File: config.mk
export PLATFORM = sky130hd
export DESIGN_NAME = instr_align_buffer
export DESIGN_NICKNAME = d
export VERILOG_FILES = /design/src/rtl/instr_align_buffer.sv
export SDC_FILE = /design/constraint.sdc
export NUM_CORES = 1
export LEC_CHECK = 0
export ABC_AREA = 0
export CAP_MARGIN = 20
export CORE_UTILIZATION = 51
export DETAILED_ROUTE_END_ITERATION = 10
export PLACE_DENSITY_LB_ADDON = 0.2
export REMOVE_ABC_BUFFERS = 1
export SLEW_MARGIN = 10
export SYNTH_ARGS = -nofsm -noshare
export SYNTH_HDL_FRONTEND = slang
export SYNTH_SLANG_ARGS = --single-unit
File: constraint.sdc
create_clock -name clk -period 8.3 [get_ports clk]
set_input_delay 1.66 -clock clk [delete_from_list [all_inputs] [get_ports clk]]
set_output_delay 1.66 -clock clk [all_outputs]
set_load 0.02 [all_outputs]
File: src/rtl/instr_align_buffer.sv
// Instruction alignment buffer: splits fetch words into 16-bit parcels and
// reassembles them into RVC / 32-bit instructions with their PCs.
module instr_align_buffer #(
   parameter int          FETCH_W  = 32,
   parameter int          DEPTH    = 8,
   parameter logic [31:0] RESET_PC = 32'h0000_0000
) (
   input  logic                       clk,
   input  logic                       rst_n,
   input  logic                       flush,
   input  logic [31:0]                flush_pc,
   input  logic                       fetch_valid,
   output logic                       fetch_ready,
   input  logic [FETCH_W-1:0]         fetch_data,
   output logic                       out_valid,
   input  logic                       out_ready,
   output logic [31:0]                out_instr,
   output logic [31:0]                out_pc,
   output logic                       out_is_rvc,
   output logic [$clog2(DEPTH):0]     parcel_cnt
);

   localparam int NP   = FETCH_W / 16;
   localparam int PW   = $clog2(DEPTH);
   localparam int CW   = PW + 1;
   localparam int OFFW = $clog2(NP);
   localparam int OFFB = $clog2(FETCH_W / 8);

   localparam logic [0:0] ALIGN = 1'b0;
   localparam logic [0:0] RUN   = 1'b1;

   logic [15:0]     mem [DEPTH];
   logic [PW-1:0]   head;
   logic [PW-1:0]   tail;
   logic [CW-1:0]   cnt;
   logic [31:0]     pc;
   logic [0:0]      state;

   logic [15:0]     p0;
   logic [15:0]     p1;
   logic            head_rvc;
   logic            push;
   logic            pop;
   logic [OFFW-1:0] drop;
   logic [CW-1:0]   push_n;
   logic [CW-1:0]   pop_n;

   assign p0 = mem[head];
   assign p1 = mem[head + PW'(1)];

   // An empty buffer reports a non-RVC head so the reset outputs read all zero.
   assign head_rvc    = (p0[1:0] != 2'b11) && (cnt != '0);
   assign out_is_rvc  = head_rvc;
   assign out_instr   = head_rvc ? {16'h0000, p0} : {p1, p0};
   assign out_pc      = pc;
   assign out_valid   = head_rvc ? (cnt >= CW'(1)) : (cnt >= CW'(2));
   assign parcel_cnt  = cnt;

   assign fetch_ready = !flush && ((CW'(DEPTH) - cnt) >= CW'(NP));

   // Only the first word after a redirect is trimmed of parcels below the PC.
   assign drop   = (state == ALIGN) ? pc[OFFB-1:1] : '0;
   assign push   = fetch_valid && fetch_ready;
   assign pop    = out_valid && out_ready && !flush;
   assign push_n = push ? (CW'(NP) - CW'(drop)) : '0;
   assign pop_n  = pop ? (head_rvc ? CW'(1) : CW'(2)) : '0;

   always_ff @(posedge clk or negedge rst_n) begin
      if (!rst_n) begin
         for (int i = 0; i < DEPTH; i++) begin
            mem[i] <= '0;
         end
         head  <= '0;
         tail  <= '0;
         cnt   <= '0;
         pc    <= RESET_PC;
         state <= ALIGN;
      end else if (flush) begin
         head  <= '0;
         tail  <= '0;
         cnt   <= '0;
         pc    <= flush_pc & 32'hFFFF_FFFE;
         state <= ALIGN;
      end else begin
         if (push) begin
            for (int i = 0; i < NP; i++) begin
               if (i >= int'(drop)) begin
                  mem[tail + PW'(i) - PW'(drop)] <= fetch_data[16*i +: 16];
               end
            end
            tail  <= tail + PW'(push_n);
            state <= RUN;
         end
         if (pop) begin
            head <= head + PW'(pop_n);
            pc   <= pc + (head_rvc ? 32'd2 : 32'd4);
         end
         cnt <= cnt + push_n - pop_n;
      end
   end

endmodule

## Word level (Yosys, flattened, before mapping)

Index checks and enable logic that the tools add are counted.

| storage, ports and cells | value |
|---|---|
| register bits after elaboration | 171 |
| input bits | 69 |
| output and inout port bits | 71 |
| logic and storage cells | 83 |

| operators by class | value |
|---|---|
| add/subtract/negate cells | 11 |
| magnitude comparators | 10 |
| equality and inequality tests | 1 |
| muxes and demuxes | 31 |
| bitwise operators | 5 |
| reductions and logical operators | 12 |

Operator list:

| kind | number |
|---|---|
| $mux 128 | 3 |
| $bwmux 128 | 2 |
| $bmux 16 s3 | 2 |
| $demux 16 s3 | 2 |
| $mux 16 | 6 |
| $mux 32 | 3 |
| $add 32x3->32 | 1 |
| $ge 4x4->1 const B | 4 |
| $not 3->4 | 4 |
| $mux 3 | 5 |
| $ge 4x2->1 const B | 2 |
| $lt 4x1->1 const B | 2 |
| $mux 4 | 2 |
| $logic_and 1x1->1 | 7 |
| $add 3x1->3 const B | 2 |
| $sub 3x1->3 | 2 |
| $add 4x4->4 | 1 |
| $ge 4x1->1 const B | 1 |
| $mux 1 | 4 |
| $mux 2 | 2 |
| $reduce_bool 2->1 | 2 |
| $reduce_bool 4->1 | 1 |
| $sub 4x2->4 | 1 |
| $sub 4x4->4 const A | 1 |
| other kinds (8) | 8 |

## Longest topological paths before layout

Gate-level depths: netlist of the first run.

| logic depth | value |
|---|---|
| depth after elaboration | 13 |
| mapped depth | 17 |
| mapped depth without buffers | 14 |

## Worst setup path before layout of the first run

Ideal clock, no wire load.

| path | value |
|---|---|
| kind | reg-to-reg |
| from | register head[0] |
| to | register pc[27] (netlist: out_pc[27]) |
| library setup time | 0.132 ns |
| arrival | 4.418 ns |
| required time | 8.168 ns |
| path slack | 3.750 ns |
| cell stages (with the launch flop) | 16 |
| path buffers | 3 |
| clock period less this slack | 4.550 ns |
| cell sequence | dfrtp_1 buf_6 mux4_2 mux2_2 a22oi_4 buf_6 clkbuf_1 ha_1 inv_1 fa_1 nand2b_1 nor4_1 nand2_1 a2111oi_2 xnor2_1 o21ai_1 |

| between the ends | value |
|---|---|
| longest elaborated chain between the ends | 10 |
| elaborated cells between the ends (all ways) | 14 |
| those cells by class | 1 x add/sub; 1 x eq/ne; 7 x mux; 1 x bitwise; 4 x reduce/logical |

RTL lines:

| item | line | RTL |
|---|---|---|
| start, declared | 33 | `logic [PW-1:0] head;` |
| start signal, assigned | 95 | `head <= head + PW'(pop_n);` |
| $not 3->4 (not written as such) (*) | 48 | `assign p0 = mem[head];` |
| $bmux 16 s3 (*) | 48 |  |
| $mux 16 (not written as such) (*) (2 in series) | 48 |  |
| $ne 2x2->1 (*) | 52 | `assign head_rvc = (p0[1:0] != 2'b11) && (cnt != '0);` |
| $logic_and 1x1->1 (*) | 52 |  |
| via out_is_rvc | 19 | `output logic out_is_rvc,` |
| $mux 3 / $mux 1 (equally long branches) | 96, 56 |  |
| $add 32x3->32 / $logic_and 1x1->1 (equally long branches) | 96, 64 |  |
| $mux 32 / $logic_and 1x1->1 (equally long branches) | 94, 64 |  |
| $mux 32 / $reduce_bool 2->1 (equally long branches) | n/a |  |
| end signal, assigned | 82 | `pc <= flush_pc & 32'hFFFF_FFFE;` |
| end signal, assigned | 96 | `pc <= pc + (head_rvc ? 32'd2 : 32'd4);` |
| end, declared | 36 | `logic [31:0] pc;` |

Mark *: on every way through the listed nets, which the timed path passes. The rest lies on a longest branch. The select of a mux whose other input is x is not followed.
A chain may end at the register's enable or synchronous reset.

## Worst setup path after layout of the first run

| path | value |
|---|---|
| from | register head[1] |
| to | output port out_valid |

| between the ends | value |
|---|---|
| longest elaborated chain between the ends | 7 |

RTL lines:

| item | line | RTL |
|---|---|---|
| $not 3->4 (not written as such) | 48 |  |
| $bmux 16 s3 | 48 |  |
| $mux 16 (not written as such) (2 in series) | 48 |  |
| $ne 2x2->1 | 52 |  |
| $logic_and 1x1->1 | 52 |  |
| $mux 1 | 56 | `assign out_valid = head_rvc ? (cnt >= CW'(1)) : (cnt >= CW'(2));` |
| end, declared | 15 | `output logic out_valid,` |

No other way between the ends. The select of a mux whose other input is x is not followed.

==> out/results.ini, run 1 <==
[synth]
synthSimpleGateAreaFrac=0.118
synth.top_cell.area_share=0.384
synth_compound_area_frac=0.130
ys_ff_latch=170
synthCells=1100
synth.cell_area_mm2=0.0111
synthTopCellsByArea=dfrtp_1, mux4_2, mux2i_1
avgSynthCellArea_um2=10.1
synth_top_area_cell=dfrtp_1
synthMuxAreaShare=0.265
async_reset_ff_frac=1.00
ys_seq_area_frac=0.384
yosys.area_share.xor_xnor=0.0229
synth_top_family_by_area=multiplexers
ys_types=59
synth-main-ff-cell=dfrtp_1
synth_edf_count=0
ys_warn_count=0
yosys.area_share.adder=0.0305

[power_and_ir_drop]
pwr-share-seq=0.293
ir_drop_mv=0.222
p_int_mw=2.85
power.leakage_nw=5.25
swShare=0.419
pwr-share-comb=0.532
powerDensity_mw_per_mm2=370
p_clk_frac=0.175
switchingPower_mw=2.06

[placement]
dpl_cell_area_mm2=0.0126
port_buffers=137
dp_hpwl_mm=19.1
place.gp.congestion=0.804

[critical_path]
rr_worst_depth=15
cp_max_fo=23
critPathArrivalTime_ns=4.45
crit_type=flop to output port
r2r-start=head[1]$_DFFE_PN0N_
start_kind=flop
critical_path_required_ns=6.64
worst_setup_path_end_kind=output port
rrSetupSlack_ns=2.96
timing.rr.end=parcel_cnt[3]$_DFF_PN0_

[clocking]
clk_latency_ns=0.44
post_cts_buffers=0
cts_max_level=4
postCtsHoldBufs=0
clkSinkCount=170
clock_path_buffers=2
cts_tree=built
cts_resized=0
cts_buffers=17
clk_transition_reported_paths_ns=0.07
cts-root-buf=clkbuf_16

[run_status]
status=completed

[floorplan]
std_cell_rows=53
die-area_mm2=0.0223
core-area_mm2=0.0212
io_pins=140
die_y_um=149
start_util=0.523
die_x_um=149

[grt]
grt_pass1_wl_mm=48.8
gr-usage-all-layers=0.290
overflow=0
grt_max_degree=89
grt_pass1_vias=8890
antenna_found_initial=0

[timing]
max_slew_margin=0.286
drv_slew=0
hold_viol=0
setup_viol=0
min_period_ns=6.11
tightestPinTransition_ns=1.07
min_period_over_period=0.737
finalSetupTns_ns=0
max_freq_ghz=0.164
rsz0062_at_grt=false
fin_skew_ns=0.00904

[drt]
viasPerCell=6.10
drc=0
drt_iter0_markers=598
first_pass_iters=5
ant_nets=0
wl_mm=30.7
routedWlPerCell_um=21.1
via_count=8905

[layout]
fin_area_mm2=0.0133
area_delta_synth_final_pct=19.8
nets=1264
drive_gt1_frac=0.146
layout_commonest_cell=nand2_1
final_cell_mix=nand2_1, dfrtp_1, clkdlybuf4s50_1, mux2i_1, o21ai_0
antennaDiodeCount=0

[job]
max_cap_viol_count=0

[min_path]
min_path_type=flop to flop
min_from=state$_DFFE_PN0P_
hold_path_end=state$_DFFE_PN0P_
whs_path_depth=1

-- power by group through the flow --
stage / Combinational, mW / Clock, mW / Sequential [mW]
global placement: 2.54 / 0 / 1.42
floorplan: 1.66 / 0 / 1.41
finish: 2.61 / 0.858 / 1.44
global route: 2.83 / 0.899 / 1.48
detailed placement: 2.60 / 0 / 1.45
CTS: 2.61 / 0.865 / 1.43
-- layer usage --
layer | GRT usage | routed length (um)
met5 | 0 | 0
met4 | 0.0964 | 564
met3 | 0.0428 | 1910
met2 | 0.486 | 15200
met1 | 0.385 | 13100
-- sequential cells by signal, summed over array words and instances, names as in the netlist --
register and count:
state 1, parcel_cnt 4, out_pc 31, tail 3
mem 128, head 3
-- synth_stat cells (all sizes together) (2+ instances only) --
cell type / count
a31oi: 5
ha: 19
dfrtp: 170
and3: 3
nor2b: 9
a2bb2oi: 2
xnor2: 24
mux4: 64
a211oi: 9
a21o: 4
nand2b: 5
or3: 3
o31ai: 4
xor2: 5
a22oi: 5
a21oi: 56
and2: 3
mux2: 18
nand3: 15
a2111oi: 11
nor3: 7
clkbuf: 57
nand4: 14
o21ai: 128
nand2: 176
nor4: 4
buf: 51
fa: 5
mux2i: 128
or2: 2
inv: 22
nor2: 54
or4: 3
-- per-stage QoR --
stage / utilization / hold WS [ns] / cells / setup WS [ns] / power [mW]
floorplan: - / 0.454 / 992 / 1.54 / 3.08
global placement: 0.596 / 0.468 / 1426 / 2.74 / 3.97
detailed placement: 0.596 / 0.469 / 1426 / 2.69 / 4.04
CTS: 0.626 / 0.484 / 1458 / 2.17 / 4.91
global route: 0.627 / 0.507 / 1459 / 2.01 / 5.21
finish: 0.627 / 0.483 / 1459 / 2.19 / 4.91
-- cells by family after synthesis --
| group | Yosys count |
|---|---|
| and+or+nand+nor | 303 |
| buffers and inverters | 131 |
| muxes | 210 |
| AOI/OAI and AO/OA | 232 |
| xor gates and xnor gates | 29 |
| DFF | 170 |
| adders and majority gates | 24 |
| other | 1 |
-- area by class of cell --
| cell class | instances | area, um2 |
|---|---|---|
| fill | 1744 | 7900 |
| multi-input combinational | 799 | 6380 |
| sequential | 170 | 4260 |
| timing repair buffer | 160 | 1550 |
| clock buffer | 20 | 467 |
| tap | 275 | 344 |
| clock inverter | 12 | 163 |
| inverter | 23 | 88.8 |
-- worst max-delay path by stage --
| stage | from | endpoint | slack [ns] |
|---|---|---|---|
| 2_1_floorplan | head[0]$_DFFE_PN0N_ | parcel_cnt[3]$_DFF_PN0_ | 1.54 |
| 3_3_place_gp | head[1]$_DFFE_PN0N_ | out_valid | 2.74 |
| 5_1_grt | head[0]$_DFFE_PN0N_ | out_instr[16] | 2.01 |
| 4_1_cts | head[1]$_DFFE_PN0N_ | out_valid | 2.17 |
| 6_report | head[1]$_DFFE_PN0N_ | out_valid | 2.19 |
| 3_5_place_dp | head[1]$_DFFE_PN0N_ | out_valid | 2.69 |
-- critical path, stage by stage, from the launching register on --
cell and delay [ns]:
dfrtp_2 0.69, buf_4 0.51, mux4_2 0.38, mux2_4 0.33, a22oi_4 0.85, inv_4 0.36, a21oi_1 0.25, clkdlybuf4s50_1 0.62
No activity file was read; power rests on OpenSTA's default activity.
==> inputs of run 2 (changes only) <==
- clock period: 8.3 -> 6.4 ns (I/O delays scaled with it)
==> run 2 against run 1 <==
  * Power increased by 27%
  * Cell area shrank 0.53%
  * Flip-flop and latch count unchanged
  * Critical path depth is 1 lower
  * Global-route usage increased by 0.16 points
  * First-iteration DRC count fell by 1.0%
  * Critical endpoint is now out_instr[26]
  * Largest cell class unchanged
  * Largest power group unchanged
  * Highest routed layer unchanged
==> out/results.ini, run 2 (synthesized netlist as in run 1, its figures left out) <==
[run_status]
status=completed

[layout]
nets=1271  ; +0.55%
largest_register_ffs=128  ; unchanged
largest-register=mem
fin_area_mm2=0.0132  ; -0.53%
antennaDiodeCount=0  ; unchanged
layout_commonest_cell=nand2_1
drive_gt1_frac=0.149  ; +0.00334
finalNonFillerCells=1466  ; +0.48%
area_delta_synth_final_pct=19.1
final_cell_mix=nand2_1, dfrtp_1, clkdlybuf4s50_1, mux2i_1, o21ai_0

[clocking]
clk_latency_ns=0.44  ; about the same
clock_path_buffers=2  ; unchanged
postCtsHoldBufs=0  ; unchanged
clk_transition_reported_paths_ns=0.06  ; about the same
post_cts_buffers=0  ; unchanged
cts_max_level=4  ; unchanged
cts_buffers=17  ; unchanged
clkSinkCount=170  ; unchanged
cts-root-buf=clkbuf_16
cts_resized=0  ; unchanged
cts_tree=built

[placement]
dpl_cell_area_mm2=0.0126  ; +0.32%
post-place-cells=1434  ; +0.56%
dp_hpwl_mm=19.4  ; +1.8%
port_buffers=137  ; unchanged
dp_slack_ns=1.65  ; -1.04 ns
place.gp.congestion=0.807  ; +0.45%

[critical_path]
worstPathCellList=ha_1 > buf_4 > mux4_2 > nand2_1 > a21oi_1 > clkdlybuf4s50_1
r2r-start=head[0]$_DFFE_PN0N_
rrSetupSlack_ns=1.67  ; -1.29 ns
crit_start=head[0]$_DFFE_PN0N_
critPathArrivalTime_ns=3.80  ; -0.65 ns
critical_path_required_ns=5.12  ; -1.52 ns
start_kind=flop
timing.rr.end=out_pc[13]$_DFFE_PN0N_
cp-endpoint=out_instr[26]
cp_max_fo=46  ; +100%
rr_worst_depth=13  ; -2
worst_setup_path_end_kind=output port
crit_type=flop to output port
cpPeakStageDelay_ns=0.93  ; +0.08 ns
cp_slowest_cell=dfrtp_4

[floorplan]
die-area_mm2=0.0223  ; unchanged
die_y_um=149  ; unchanged
std_cell_rows=53  ; unchanged
io_pins=140  ; unchanged
start_util=0.523  ; unchanged
die_x_um=149  ; unchanged
core-area_mm2=0.0212  ; unchanged

[drt]
routedWlPerCell_um=20.9  ; -0.63%
drc=0  ; unchanged
ant_nets=0  ; unchanged
first_pass_iters=4  ; -1
via_count=8968  ; +0.71%
viasPerCell=6.12  ; +0.23%
drt_iter0_markers=592  ; -1.0%
m1WireLength_mm=12.9  ; -1.2%
route.met2.wl_mm=15.1  ; -0.27%
wl_mm=30.7  ; -0.15%
met3RoutedLength_mm=1.91  ; +0.37%
top_layer_used=met4

[power_and_ir_drop]
powerDensity_mw_per_mm2=472  ; +28%
power.leakage_nw=5.23  ; -0.42%
ir_drop_mv=0.299  ; +35%
p_total_mw=6.23  ; +27%

[grt]
gr-usage-all-layers=0.291  ; +0.00156
grt_pass1_vias=9115  ; +2.5%
overflow=0  ; unchanged
grt_max_degree=65  ; -27%
antenna_found_initial=0  ; unchanged
grt_pass1_wl_mm=49.2  ; +1.0%

[timing]
min_period_ns=5.08
layout_setup_ws_ns=1.32  ; -0.870 ns
max_slew_margin=0.359  ; +0.0723
drv_slew=0  ; unchanged
min_period_over_period=0.794
max_freq_ghz=0.197
finalSetupTns_ns=0  ; unchanged
hold_viol=0  ; unchanged
setup_viol=0  ; unchanged
tightestPinTransition_ns=0.960  ; -0.111 ns
fin_skew_ns=0.00897  ; -0.0000722 ns
rsz0062_at_grt=false

[min_path]
min_path_type=flop to flop

[job]
max_cap_viol_count=0  ; unchanged

==> run 2: changes by cell type in the layout (fill, tap and decap cells not counted), moves of 2 or more <==
cell / change
clkinvlp_4: +2
o21ai_4: -2
buf_4: +8
clkbuf_8: -2
clkbuf_1: +2
bufinv_16: -3
o21ai_2: +2
==> run 2: worst min path at each step <==
| stage | start | endpoint | slack [ns] | depth (start not counted) |
|---|---|---|---|---|
| finish | state$_DFFE_PN0P_ | state$_DFFE_PN0P_ | 0.49 | 1 |
| global route | state$_DFFE_PN0P_ | state$_DFFE_PN0P_ | 0.52 | 1 |
| CTS | state$_DFFE_PN0P_ | state$_DFFE_PN0P_ | 0.49 | 1 |
| detailed placement | state$_DFFE_PN0P_ | state$_DFFE_PN0P_ | 0.48 | 1 |
| global placement | state$_DFFE_PN0P_ | state$_DFFE_PN0P_ | 0.46 | 1 |
| floorplan | state$_DFFE_PN0P_ | state$_DFFE_PN0P_ | 0.45 | 1 |
==> run 2: critical path: cells and delay by family, from the launching register on <==
kind | cells | cell delay [ns]
buf+inv | 2 | 1.02
simple gates | 1 | 0.08
compound gates | 1 | 0.20
flops | 1 | 0.93
mux | 1 | 0.25
fa+ha+maj | 1 | 0.87
==> run 2: final cells by class <==
class                           instances  area (um2)
Fill cell                            1810        7970
Clock buffer                           20         447
Inverter                               23        88.8
Tap cell                              275         344
Multi-Input combinational cell        799        6360
Sequential cell                       170        4260
Timing Repair Buffer                  167        1590
Clock inverter                         12        92.6
==> run 2: power by group <==
| group | total, mW | switching, mW | internal [mW] |
|---|---|---|---|
| Sequential | 1.89 | 0.405 | 1.48 |
| Combinational | 3.37 | 1.79 | 1.58 |
| Clock | 0.972 | 0.462 | 0.510 |
| Total | 6.23 | 2.65 | 3.57 |
==> run 2: metal layers <==
| layer | vias to the layer above | track usage |
|---|---|---|
| li1 | 4115 | - |
| met1 | 4473 | 0.384 |
| met2 | 325 | 0.485 |
| met3 | 55 | 0.0511 |
| met4 | 0 | 0.101 |
| met5 | - | 0 |
==> run 2: stage by stage <==
step	hold slack [ns]	utilization
global route	0.518	0.623
CTS	0.492	0.623
finish	0.491	0.623
global placement	0.463	0.598
floorplan	0.454	-
detailed placement	0.477	0.598
